--- config.mk ---
export PLATFORM = sky130hd
export DESIGN_NAME = lut_const_mult_seq_flat
export DESIGN_NICKNAME = d
export VERILOG_FILES = /design/src/rtl/lut_const_mult_seq_if.sv /design/src/rtl/lut_const_mult_seq.sv /design/src/flat_wrapper.sv
export SDC_FILE = /design/constraint.sdc
export NUM_CORES = 1
export LEC_CHECK = 0
export ABC_AREA = 1
export ABC_CLOCK_PERIOD_IN_PS = 6600
export BUFFER_PORTS_ARGS = -buffer_cell sky130_fd_sc_hd__buf_4
export CAP_MARGIN = 10
export CORE_ASPECT_RATIO = 0.6
export CORE_UTILIZATION = 35
export CTS_BUF_LIST = sky130_fd_sc_hd__clkbuf_16
export DETAILED_ROUTE_END_ITERATION = 8
export MAX_ROUTING_LAYER = met4
export PLACE_DENSITY = 0.52
export SLEW_MARGIN = 40
export SYNTH_ARGS = -nofsm -noshare
export SYNTH_HDL_FRONTEND = slang
export SYNTH_SLANG_ARGS = --single-unit
--- constraint.sdc ---
create_clock -name clk -period 6.6 [get_ports clk]
set_input_delay 0 -clock clk [delete_from_list [all_inputs] [get_ports clk]]
set_output_delay 0 -clock clk [all_outputs]
set_load 0.01 [all_outputs]
--- src/rtl/lut_const_mult_seq_if.sv ---
// ============================================================================
// lut_const_mult_seq_if
// ----------------------------------------------------------------------------
// Bundles the handshake and control signals of lut_const_mult_seq.
//
// Signals:
//   in_valid / in_ready / in_x        operand channel (producer -> block)
//   out_valid / out_ready / out_c     product channel (block -> consumer)
//   const_load / const_value          constant reload strobe and value
//   const_busy                        block is not idle (building or computing)
//
// Modports:
//   master  the side that feeds operands, consumes products and reloads
//           the constant
//   slave   the multiplier itself
// ============================================================================
interface lut_const_mult_seq_if #(
    parameter int DATA_W  = 8,
    parameter int CONST_W = 8
);
    logic                       in_valid;
    logic                       in_ready;
    logic [DATA_W-1:0]          in_x;

    logic                       out_valid;
    logic                       out_ready;
    logic [DATA_W+CONST_W-1:0]  out_c;

    logic                       const_load;
    logic [CONST_W-1:0]         const_value;
    logic                       const_busy;

    modport master (
        output in_valid, in_x, out_ready, const_load, const_value,
        input  in_ready, out_valid, out_c, const_busy
    );

    modport slave (
        input  in_valid, in_x, out_ready, const_load, const_value,
        output in_ready, out_valid, out_c, const_busy
    );
endinterface

--- src/rtl/lut_const_mult_seq.sv ---
// ============================================================================
// lut_const_mult_seq
// ----------------------------------------------------------------------------
// Digit-serial unsigned multiplier: out_c = in_x * A, where A is a
// runtime-loadable constant. The operand is consumed one radix-16 digit per
// cycle after signed recoding (digits in -8..7), so every partial product is
// +/- k*A with k in 0..8. Those nine multiples live in a small LUT that the
// block fills itself, one entry per cycle, after reset and after each
// constant reload.
//
// Parameters:
//   DATA_W   operand width, multiple of 4 and >= 8 (NDIG = DATA_W/4 digits)
//   CONST_W  constant width, >= 2
//   A_CONST  constant restored by reset
//
// Ports:
//   clk   rising-edge clock
//   rst   synchronous, active-high reset
//   bus   lut_const_mult_seq_if.slave
//           in_valid/in_ready/in_x        operand handshake
//           out_valid/out_ready/out_c     product handshake
//           const_load/const_value        constant reload (honoured in IDLE)
//           const_busy                    high in every state except IDLE
//
// Latency: operand accepted at edge E0, product valid after E(NDIG+1).
// All handshake outputs are decoded from the state register, so there is no
// combinational path from in_valid/out_ready to in_ready/out_valid.
// ============================================================================
module lut_const_mult_seq #(
    parameter int DATA_W  = 8,
    parameter int CONST_W = 8,
    parameter int A_CONST = 2
) (
    input  logic                clk,
    input  logic                rst,
    lut_const_mult_seq_if.slave bus
);
    localparam int NDIG  = DATA_W / 4;
    localparam int LUT_W = CONST_W + 4;         // holds up to 8*A
    localparam int ACC_W = DATA_W + CONST_W + 1; // one sign bit above product
    localparam int OUT_W = DATA_W + CONST_W;
    localparam int IDX_W = $clog2(NDIG + 1);

    // Digit index NDIG is the extra cycle that folds in the final carry.
    localparam logic [IDX_W-1:0] LAST_IDX = IDX_W'(NDIG);

    typedef enum logic [1:0] {
        BUILD,
        IDLE,
        CALC,
        DONE
    } state_t;

    state_t state;
    state_t state_next;

    // ------------------------------------------------------------------------
    // Datapath state
    // ------------------------------------------------------------------------
    logic [CONST_W-1:0]       a_reg;      // current constant A
    logic [LUT_W-1:0]         lut [0:8];  // lut[k] = k * A
    logic [3:0]               build_k;    // LUT entry written this BUILD cycle
    logic [DATA_W-1:0]        x_sr;       // operand, shifted right a digit per step
    logic [IDX_W-1:0]         dig_idx;    // digit currently being processed
    logic                     carry;      // recoding carry into the next digit
    logic signed [ACC_W-1:0]  acc;        // running signed sum of partial products
    logic [OUT_W-1:0]         out_c_reg;

    // ------------------------------------------------------------------------
    // Digit recoding and accumulator update
    // ------------------------------------------------------------------------
    // t = digit + carry lies in 0..16. Values 8..16 are rewritten as t-16
    // (a negative digit of magnitude 16-t) and push a carry of 1 into the
    // next digit, so the LUT never needs more than 8*A.
    logic [4:0]               digit_t;
    logic                     digit_neg;
    logic [3:0]               digit_mag;
    logic signed [ACC_W-1:0]  term;
    logic signed [ACC_W-1:0]  acc_next;

    // NOTE: every variable written in an always_comb block gets a default
    // first, so no path through the block can leave it unassigned and infer
    // a latch.
    always_comb begin
        digit_t   = {1'b0, x_sr[3:0]} + {4'b0000, carry};
        digit_neg = (digit_t >= 5'd8);
        digit_mag = digit_neg ? 4'(5'd16 - digit_t) : digit_t[3:0];
        term      = '0;
        acc_next  = acc;

        if (dig_idx == LAST_IDX) begin
            // Final step: the outgoing carry weighs 16^NDIG, i.e. 1*A << DATA_W.
            term = ACC_W'(lut[1]) << DATA_W;
            if (carry) begin
                acc_next = acc + term;
            end
        end else begin
            // Digit i weighs 16^i; lut[0] is zero, so d = 0 adds nothing.
            term     = ACC_W'(lut[digit_mag]) << {dig_idx, 2'b00};
            acc_next = digit_neg ? (acc - term) : (acc + term);
        end
    end

    // ------------------------------------------------------------------------
    // FSM: state register
    // ------------------------------------------------------------------------
    // NOTE: clocked processes use non-blocking assignments only, so every
    // register samples the values from before the edge regardless of the
    // order the statements are written in.
    always_ff @(posedge clk) begin
        if (rst) begin
            state <= BUILD;
        end else begin
            state <= state_next;
        end
    end

    // ------------------------------------------------------------------------
    // FSM: next state and state-decoded outputs
    // ------------------------------------------------------------------------
    always_comb begin
        state_next     = state;
        bus.in_ready   = 1'b0;
        bus.out_valid  = 1'b0;
        bus.const_busy = 1'b1;

        case (state)
            BUILD: begin
                if (build_k == 4'd8) begin
                    state_next = IDLE;
                end
            end

            IDLE: begin
                bus.in_ready   = 1'b1;
                bus.const_busy = 1'b0;
                // A reload wins over an operand offered in the same cycle.
                if (bus.const_load) begin
                    state_next = BUILD;
                end else if (bus.in_valid) begin
                    state_next = CALC;
                end
            end

            CALC: begin
                if (dig_idx == LAST_IDX) begin
                    state_next = DONE;
                end
            end

            DONE: begin
                bus.out_valid = 1'b1;
                if (bus.out_ready) begin
                    state_next = IDLE;
                end
            end

            default: begin
                state_next = BUILD;
            end
        endcase
    end

    assign bus.out_c = out_c_reg;

    // ------------------------------------------------------------------------
    // Datapath registers
    // ------------------------------------------------------------------------
    // NOTE: only lut[0] is reset. Entries 1..8 are always rewritten by the
    // BUILD pass that follows reset before anything reads them, so they are
    // left as plain storage without a reset path.
    always_ff @(posedge clk) begin
        if (rst) begin
            a_reg     <= CONST_W'(A_CONST);
            lut[0]    <= '0;
            build_k   <= 4'd1;
            x_sr      <= '0;
            dig_idx   <= '0;
            carry     <= 1'b0;
            acc       <= '0;
            out_c_reg <= '0;
        end else begin
            case (state)
                BUILD: begin
                    // After a reload the pass starts at k=0, re-clearing
                    // lut[0]; after reset it starts at k=1 because reset
                    // already cleared it. A reload therefore spends one more
                    // cycle in BUILD than a reset does.
                    if (build_k == 4'd0) begin
                        lut[0] <= '0;
                    end else begin
                        lut[build_k] <= lut[build_k - 4'd1] + LUT_W'(a_reg);
                    end
                    build_k <= build_k + 4'd1;
                end

                IDLE: begin
                    if (bus.const_load) begin
                        a_reg   <= bus.const_value;
                        build_k <= 4'd0;
                    end else if (bus.in_valid) begin
                        x_sr    <= bus.in_x;
                        acc     <= '0;
                        carry   <= 1'b0;
                        dig_idx <= '0;
                    end
                end

                CALC: begin
                    acc <= acc_next;
                    if (dig_idx == LAST_IDX) begin
                        // Final value is non-negative and fits OUT_W bits,
                        // so the sign bit is simply dropped.
                        out_c_reg <= acc_next[OUT_W-1:0];
                    end else begin
                        carry   <= digit_neg;
                        x_sr    <= x_sr >> 4;
                        dig_idx <= dig_idx + 1'b1;
                    end
                end

                DONE: begin
                    // Product held in out_c_reg until the consumer takes it.
                end

                default: begin
                end
            endcase
        end
    end

endmodule

--- src/flat_wrapper.sv ---
// flat-port wrapper written by rule: the top's interface ports become plain ports
module lut_const_mult_seq_flat 
#(
    parameter int DATA_W  = 8,
    parameter int CONST_W = 8,
    parameter int A_CONST = 2
)
  (clk, rst, bus_in_valid, bus_in_x, bus_out_ready, bus_const_load, bus_const_value, bus_in_ready, bus_out_valid, bus_out_c, bus_const_busy);
  lut_const_mult_seq_if #(.DATA_W(DATA_W), .CONST_W(CONST_W)) bus_i ();
  input  logic clk;
  input  logic rst;
  input wire logic [$bits(bus_i.in_valid)-1:0] bus_in_valid;
  input wire logic [$bits(bus_i.in_x)-1:0] bus_in_x;
  input wire logic [$bits(bus_i.out_ready)-1:0] bus_out_ready;
  input wire logic [$bits(bus_i.const_load)-1:0] bus_const_load;
  input wire logic [$bits(bus_i.const_value)-1:0] bus_const_value;
  output wire logic [$bits(bus_i.in_ready)-1:0] bus_in_ready;
  output wire logic [$bits(bus_i.out_valid)-1:0] bus_out_valid;
  output wire logic [$bits(bus_i.out_c)-1:0] bus_out_c;
  output wire logic [$bits(bus_i.const_busy)-1:0] bus_const_busy;
  assign bus_i.in_valid = bus_in_valid;
  assign bus_i.in_x = bus_in_x;
  assign bus_i.out_ready = bus_out_ready;
  assign bus_i.const_load = bus_const_load;
  assign bus_i.const_value = bus_const_value;
  assign bus_in_ready = bus_i.in_ready;
  assign bus_out_valid = bus_i.out_valid;
  assign bus_out_c = bus_i.out_c;
  assign bus_const_busy = bus_i.const_busy;
  lut_const_mult_seq #(.DATA_W(DATA_W), .CONST_W(CONST_W), .A_CONST(A_CONST)) u_core (.clk(clk), .rst(rst), .bus(bus_i));
endmodule
# Word-level counts from Yosys, hierarchy flattened
# Memories as Yosys holds them, arrays and structs flattened.
# Index checks and enable logic that the tools add are counted.
# W data, S select, Z words.
[op_classes]
n_addsub = 9
n_eq_ne = 14
n_reduce_logical = 12
mux = 44
n_bitwise = 1
n_shift = 1
n_lt_le_gt_ge = 1
[op_table]
columns = ["operator", "count"]
rows = [
  ["$mux W17", 5],
  ["$add A17 B17 Y17", 2],
  ["$pmux W17 S2", 1],
  ["$mux W12", 2],
  ["$mux W8", 3],
  ["$mux W1", 17],
  ["$shl A12 B4 Y17", 1],
  ["$sub A17 B17 Y17", 1],
  ["$mux W2", 8],
  ["$pmux W8 S2", 1],
  ["$add A12 B8 Y12", 1],
  ["$mux W4", 3],
  ["$reduce_and A4 Y1", 3],
  ["$reduce_or A12 Y1", 1],
  ["$ne A2 B2 Y1 const B", 5],
  ["$pmux W2 S4", 1],
  ["$pmux W4 S2", 1],
  ["$eq A2 B2 Y1 const B", 3],
  ["$reduce_and A2 Y1", 3],
  ["$add A4 B1 Y5", 1],
  ["$ge A5 B4 Y1 const B", 1],
  ["$add A4 B1 Y4 const B", 1],
  ["$eq A4 B4 Y1 const B", 1],
  ["$logic_not A4 Y1", 1],
  ["13 further kinds", 15],
]
[totals]
memories = 1
regBits = 58
out_inout_bits = 19
ram_bits = 108
in_bits = 21
[memory_table]
columns = ["name", "depth", "width", "rd", "rd_ports_with_merged_regs", "wr", "line_no", "source"]
rows = [
  ["u_core.lut", 9, 12, 3, 0, 1, "lut_const_mult_seq.sv:61", "logic [LUT_W-1:0] lut [0:8];"],
]

# Logic depth before layout (Yosys ltp)
# An unclocked memory read counts as a cell.
[depth]
word_depth = 9
mapped_depth = 39

# Worst setup path after synthesis
# Ideal clock, no wire load.
[synth_path]
kind = "register to register"
from = "register u_core.build_k[0]"
to = "memory u_core.lut[0][10] in the netlist's numbering (data pin)"
path_stages_with_launch = 30
slack_ns = 1.637
path_buffers = 6
synth_period_minus_slack_ns = 4.963
arrival_ns = 4.748
required_ns = 6.385
path_cell_list = "dfxtp_1 > clkbuf_1 > clkinv_1 > clkbuf_1 > buf_1 > clkbuf_1 > ha_1 > inv_1 > clkbuf_1 > clkbuf_1 > o21ai_0 > o221ai_1 > nand3_1 > o21ai_0 > ha_1 > inv_1 > fa_1 > o31ai_1 > nand2_1 > inv_1 > o21ai_0 > nand2_1 > nand2_1 > inv_1 > nor2_1 > o21bai_1 > nand2_1 > nor2_1 > xor2_1 > nor2_1"
[synth_via]
elab_chain_len = 7
[synth_rtl]
columns = ["item", "line_no", "source"]
rows = [
  ["from (decl)", "lut_const_mult_seq.sv:62", "logic [3:0] build_k;"],
  ["from (signal assigned)", "lut_const_mult_seq.sv:194", "build_k <= build_k + 4'd1;"],
  ["parallel branches: the longest is 6 deep, another holds $mem_v2 Z9 W12", "-", ""],
  ["$mux W12 (no source line) *", "-", ""],
  ["to (decl)", "lut_const_mult_seq.sv:61", ""],
]
# Mark *: on every way between the ends.

# Worst setup path in the final report
[layout_path]
from = "register u_core.carry"
to = "register u_core.out_c_reg[14] (netlist: u_core.bus.out_c[14])"
[layout_via]
elab_chain_len = 8
[layout_rtl]
columns = ["item", "line_no", "source"]
rows = [
  ["from (decl)", "lut_const_mult_seq.sv:65", "logic carry;"],
  ["from (signal assigned)", "lut_const_mult_seq.sv:216", "carry <= digit_neg;"],
  ["$add A4 B1 Y5", "lut_const_mult_seq.sv:85", "digit_t = {1'b0, x_sr[3:0]} + {4'b0000, carry};"],
  ["$sub A1 B4 Y4 / $ge A5 B4 Y1 (equally long branches)", "lut_const_mult_seq.sv:87, lut_const_mult_seq.sv:86", ""],
  ["$mux W4", "lut_const_mult_seq.sv:87", "digit_mag = digit_neg ? 4'(5'd16 - digit_t) : digit_t[3:0];"],
  ["$mem_v2 Z9 W12", "-", ""],
  ["$shl A12 B4 Y17", "lut_const_mult_seq.sv:99", "term = ACC_W'(lut[digit_mag]) << {dig_idx, 2'b00};"],
  ["$add A17 B17 Y17 / $sub A17 B17 Y17 (equally long branches)", "lut_const_mult_seq.sv:100", "acc_next = digit_neg ? (acc - term) : (acc + term);"],
  ["$mux W17", "lut_const_mult_seq.sv:100", ""],
  ["$mux W17 *", "lut_const_mult_seq.sv:91", "if (dig_idx == LAST_IDX) begin"],
  ["to (signal assigned)", "lut_const_mult_seq.sv:214", "out_c_reg <= acc_next[OUT_W-1:0];"],
  ["to (decl)", "lut_const_mult_seq.sv:67", "logic [OUT_W-1:0] out_c_reg;"],
]
# Mark *: on every way between the ends. The rest lies on a longest branch, timed or not. The select of a mux whose other input is x is not followed.
# A chain may end at the register's enable or synchronous reset.

==> reports/metrics.csv <==
stage,metric,value,unit
clock_tree,clk root buf,clkbuf_16,
yosys,post-synthesis sequential area ratio,0.431,
run,Max-Cap Viols,0,
setup_path,critical path arrival,6.23,ns
clock_tree,CTS tree,yes,
floorplanning,FP Rows,47,
layout,finished layout cell area,0.0117,mm^2
setup_path,Crit. End Element,flip-flop,
floorplanning,Die Wd,222,um
routing,Vias,9071,
layout,max FFs per register,108,
setup_path,CP Launch Type,flip-flop,
timing,skew final,0.0117,ns
routing,drt total wl,33300,um
routing,ANT nets after route,0,
yosys,Ys Warns,0,
worst_hold_path,hold crit path type,in -> reg,
setup_path,kind of critical path,reg -> reg,
yosys,main flop type after synthesis,edfxtp_1,
clock_tree,Skew-Pair Late Insertion Delay,0.45,ns
layout,Post-Route Utilization,0.416,
timing,fmax,170,MHz
timing,setup tns final,0,ns
routing,number of remaining DRC errors,0,
setup_path,Worst Path Buf+Inv,5,
floorplanning,Initial Utilization,0.362,
layout,P&R area growth vs syn,14.7,%
place,DP Area,0.0108,mm^2
timing,Period minus WS final,5.88,ns
timing,Max transition margin,0.431,
place,port bufs,39,
grt,vias in the first global route,8356,
routing,drt pass-1 iters,5,
yosys,syn_area_per_cell,7.99,um^2
floorplanning,Die ar.,0.0297,mm^2
layout,fraction of final layout cells sized beyond drive strength 1,0.114,
clock_tree,CTS buffer count,17,
grt,total track usage,0.238,
yosys,Gate Count Post-Synth,1272,
yosys,ys async rst share,0,
timing,RSZ-0062 raised after global routing,false,
yosys,post-synthesis register bit count,165,
setup_path,Top delay family on crit path,compound AO/OA/AOI/OAI gates,
floorplanning,core footprint,0.0281,mm^2
grt,first-pass GRT wire length,51100,um
setup_path,CP max-delay cell,dfxtp_1,
routing,Initial DRC Count,1143,
clock_tree,CTS clock-pin slew for the worst setup and hold paths,0.07,ns
timing,Final Cycle Share,0.891,
yosys,Netlist cell types,50,
setup_path,max incr delay on CP,0.67,ns
floorplanning,Die Ht,134,um
grt,GRT Residual Overflow,0,
routing,Routed WL per cell,19.6,um
yosys,syn nets,1338,
setup_path,Worst path most repeated cell,inv_1,
yosys,top cell type's share of synthesized area,0.319,
yosys,Post-synth EDFFs,108,
yosys,Synth area leader,edfxtp_1,
outcome,status,"finished, final reports clean",
timing,Final Hold Viols,0,
clock_tree,clock buffer depth,2,
grt,initial antenna violation count,0,
timing,hold slack,0.238,ns
clock_tree,Sink Count,165,
place,dpl hpwl,23900,um
clock_tree,H-tree Lvls,4,
floorplanning,Ports,40,
timing,fin. max-slew vios,0,
yosys,Area contributors post-synth,"edfxtp_1, dfxtp_1, nand2_1, nor2_1, o21ai_0",
place,GP Congestion,0.934,
yosys,"Cell Area, Synth",0.0102,mm^2
timing,Slew @ Worst Pin,0.852,ns
layout,"commonest non-fill, non-tap cell in the layout",nand2_1,
setup_path,Worst EP required,6.94,ns
layout,Ant. Diodes,0,
timing,Final setup viols,0,
layout,Final nets,1382,
layout,most frequent cells in the layout,"nand2_1, nor2_1, o21ai_0",
setup_path,Critical Path Fanout Max,22,
grt,largest net degree at the start of global routing,54,
routing,Vias/cell,5.35,
-- cell usage after synthesis, types with 7 or more instances --
| cell | n |
|---|---|
| clkbuf_1 | 40 |
| or2_2 | 7 |
| dfxtp_1 | 57 |
| inv_1 | 99 |
| ha_1 | 42 |
| edfxtp_1 | 108 |
| nor2_1 | 201 |
| o221ai_1 | 20 |
| a31oi_1 | 10 |
| xor2_1 | 16 |
| nand2_1 | 244 |
| nand3_2 | 17 |
| o22ai_1 | 8 |
| o21ai_0 | 116 |
| a21oi_1 | 71 |
| mux2i_1 | 22 |
| nand3_1 | 93 |
-- metal layers --
metal	GRT usage	vias up	routed length [um]
li1	-	4411	-
met1	0.379	4256	17900
met2	0.282	369	12000
met3	0.0572	35	2900
met4	0.0637	0	471
met5	-	-	0
-- worst register-to-register path, delay by kind of cell (launching register included) --
| kind | cells | cell delay, ns |
|---|---|---|
| adders and majority gates | 4 | 1.25 |
| and+or+nand+nor | 9 | 1.26 |
| AOI/OAI and AO/OA | 9 | 1.87 |
| buffers and inverters | 5 | 0.35 |
| DFF | 1 | 0.67 |
| xor gates and xnor gates | 2 | 0.35 |
-- cells by family after synthesis --
| logic type | count (synthesis) | synth area share |
|---|---|---|
| and+or+nand+nor | 598 | 0.260 |
| AOI/OAI and AO/OA | 254 | 0.142 |
| buffers and inverters | 166 | 0.0677 |
| DFF | 165 | 0.431 |
| adders and majority gates | 45 | 0.0576 |
| xor gates and xnor gates | 22 | 0.0197 |
| muxes | 22 | 0.0217 |
-- what timing repair did --
| item | 4_1_cts | 5_1_grt |
|---|---|---|
| hold buffers | 24 | 0 |
| gates resized for setup | 0 | 1 |
| endpoints found under the hold margin | 35 | 0 |
| setup endpoints to repair | 0 | 3 |
| setup buffers | 0 | 0 |
-- worst paths after layout --
| path | start | to | slack (ns) | cells past startpoint |
|---|---|---|---|---|
| worst max-delay path | u_core.carry | u_core.bus.out_c[14] | 0.72 | 29 |
| worst min-delay path | bus_in_valid | u_core.state[0] | 0.24 | 6 |
| worst max register to register | u_core.carry | u_core.bus.out_c[14] | 0.72 | 29 |
| worst min register to register | u_core.a_reg[5] | u_core.a_reg[5] | 0.50 | 2 |
-- through the flow --
stage          std cells  worst slack, ns
3_3_place_gp        1638            0.672
4_1_cts             1696            0.595
2_1_floorplan       1272             1.64
6_report            1696            0.719
5_1_grt             1696           0.0908
3_5_place_dp        1640            0.622
-- cell type report --
type	instances	area, um^2
fillers	2819	16400
multi-input cells	941	5160
flip-flops and latches	165	4380
repair buffers	82	679
clock buffers	20	500
well taps	367	459
inverters	109	412
clock inverters	12	70.1
Power is not shown: default switching activity piles up to over one toggle a cycle in this logic, so the estimate is an artifact.
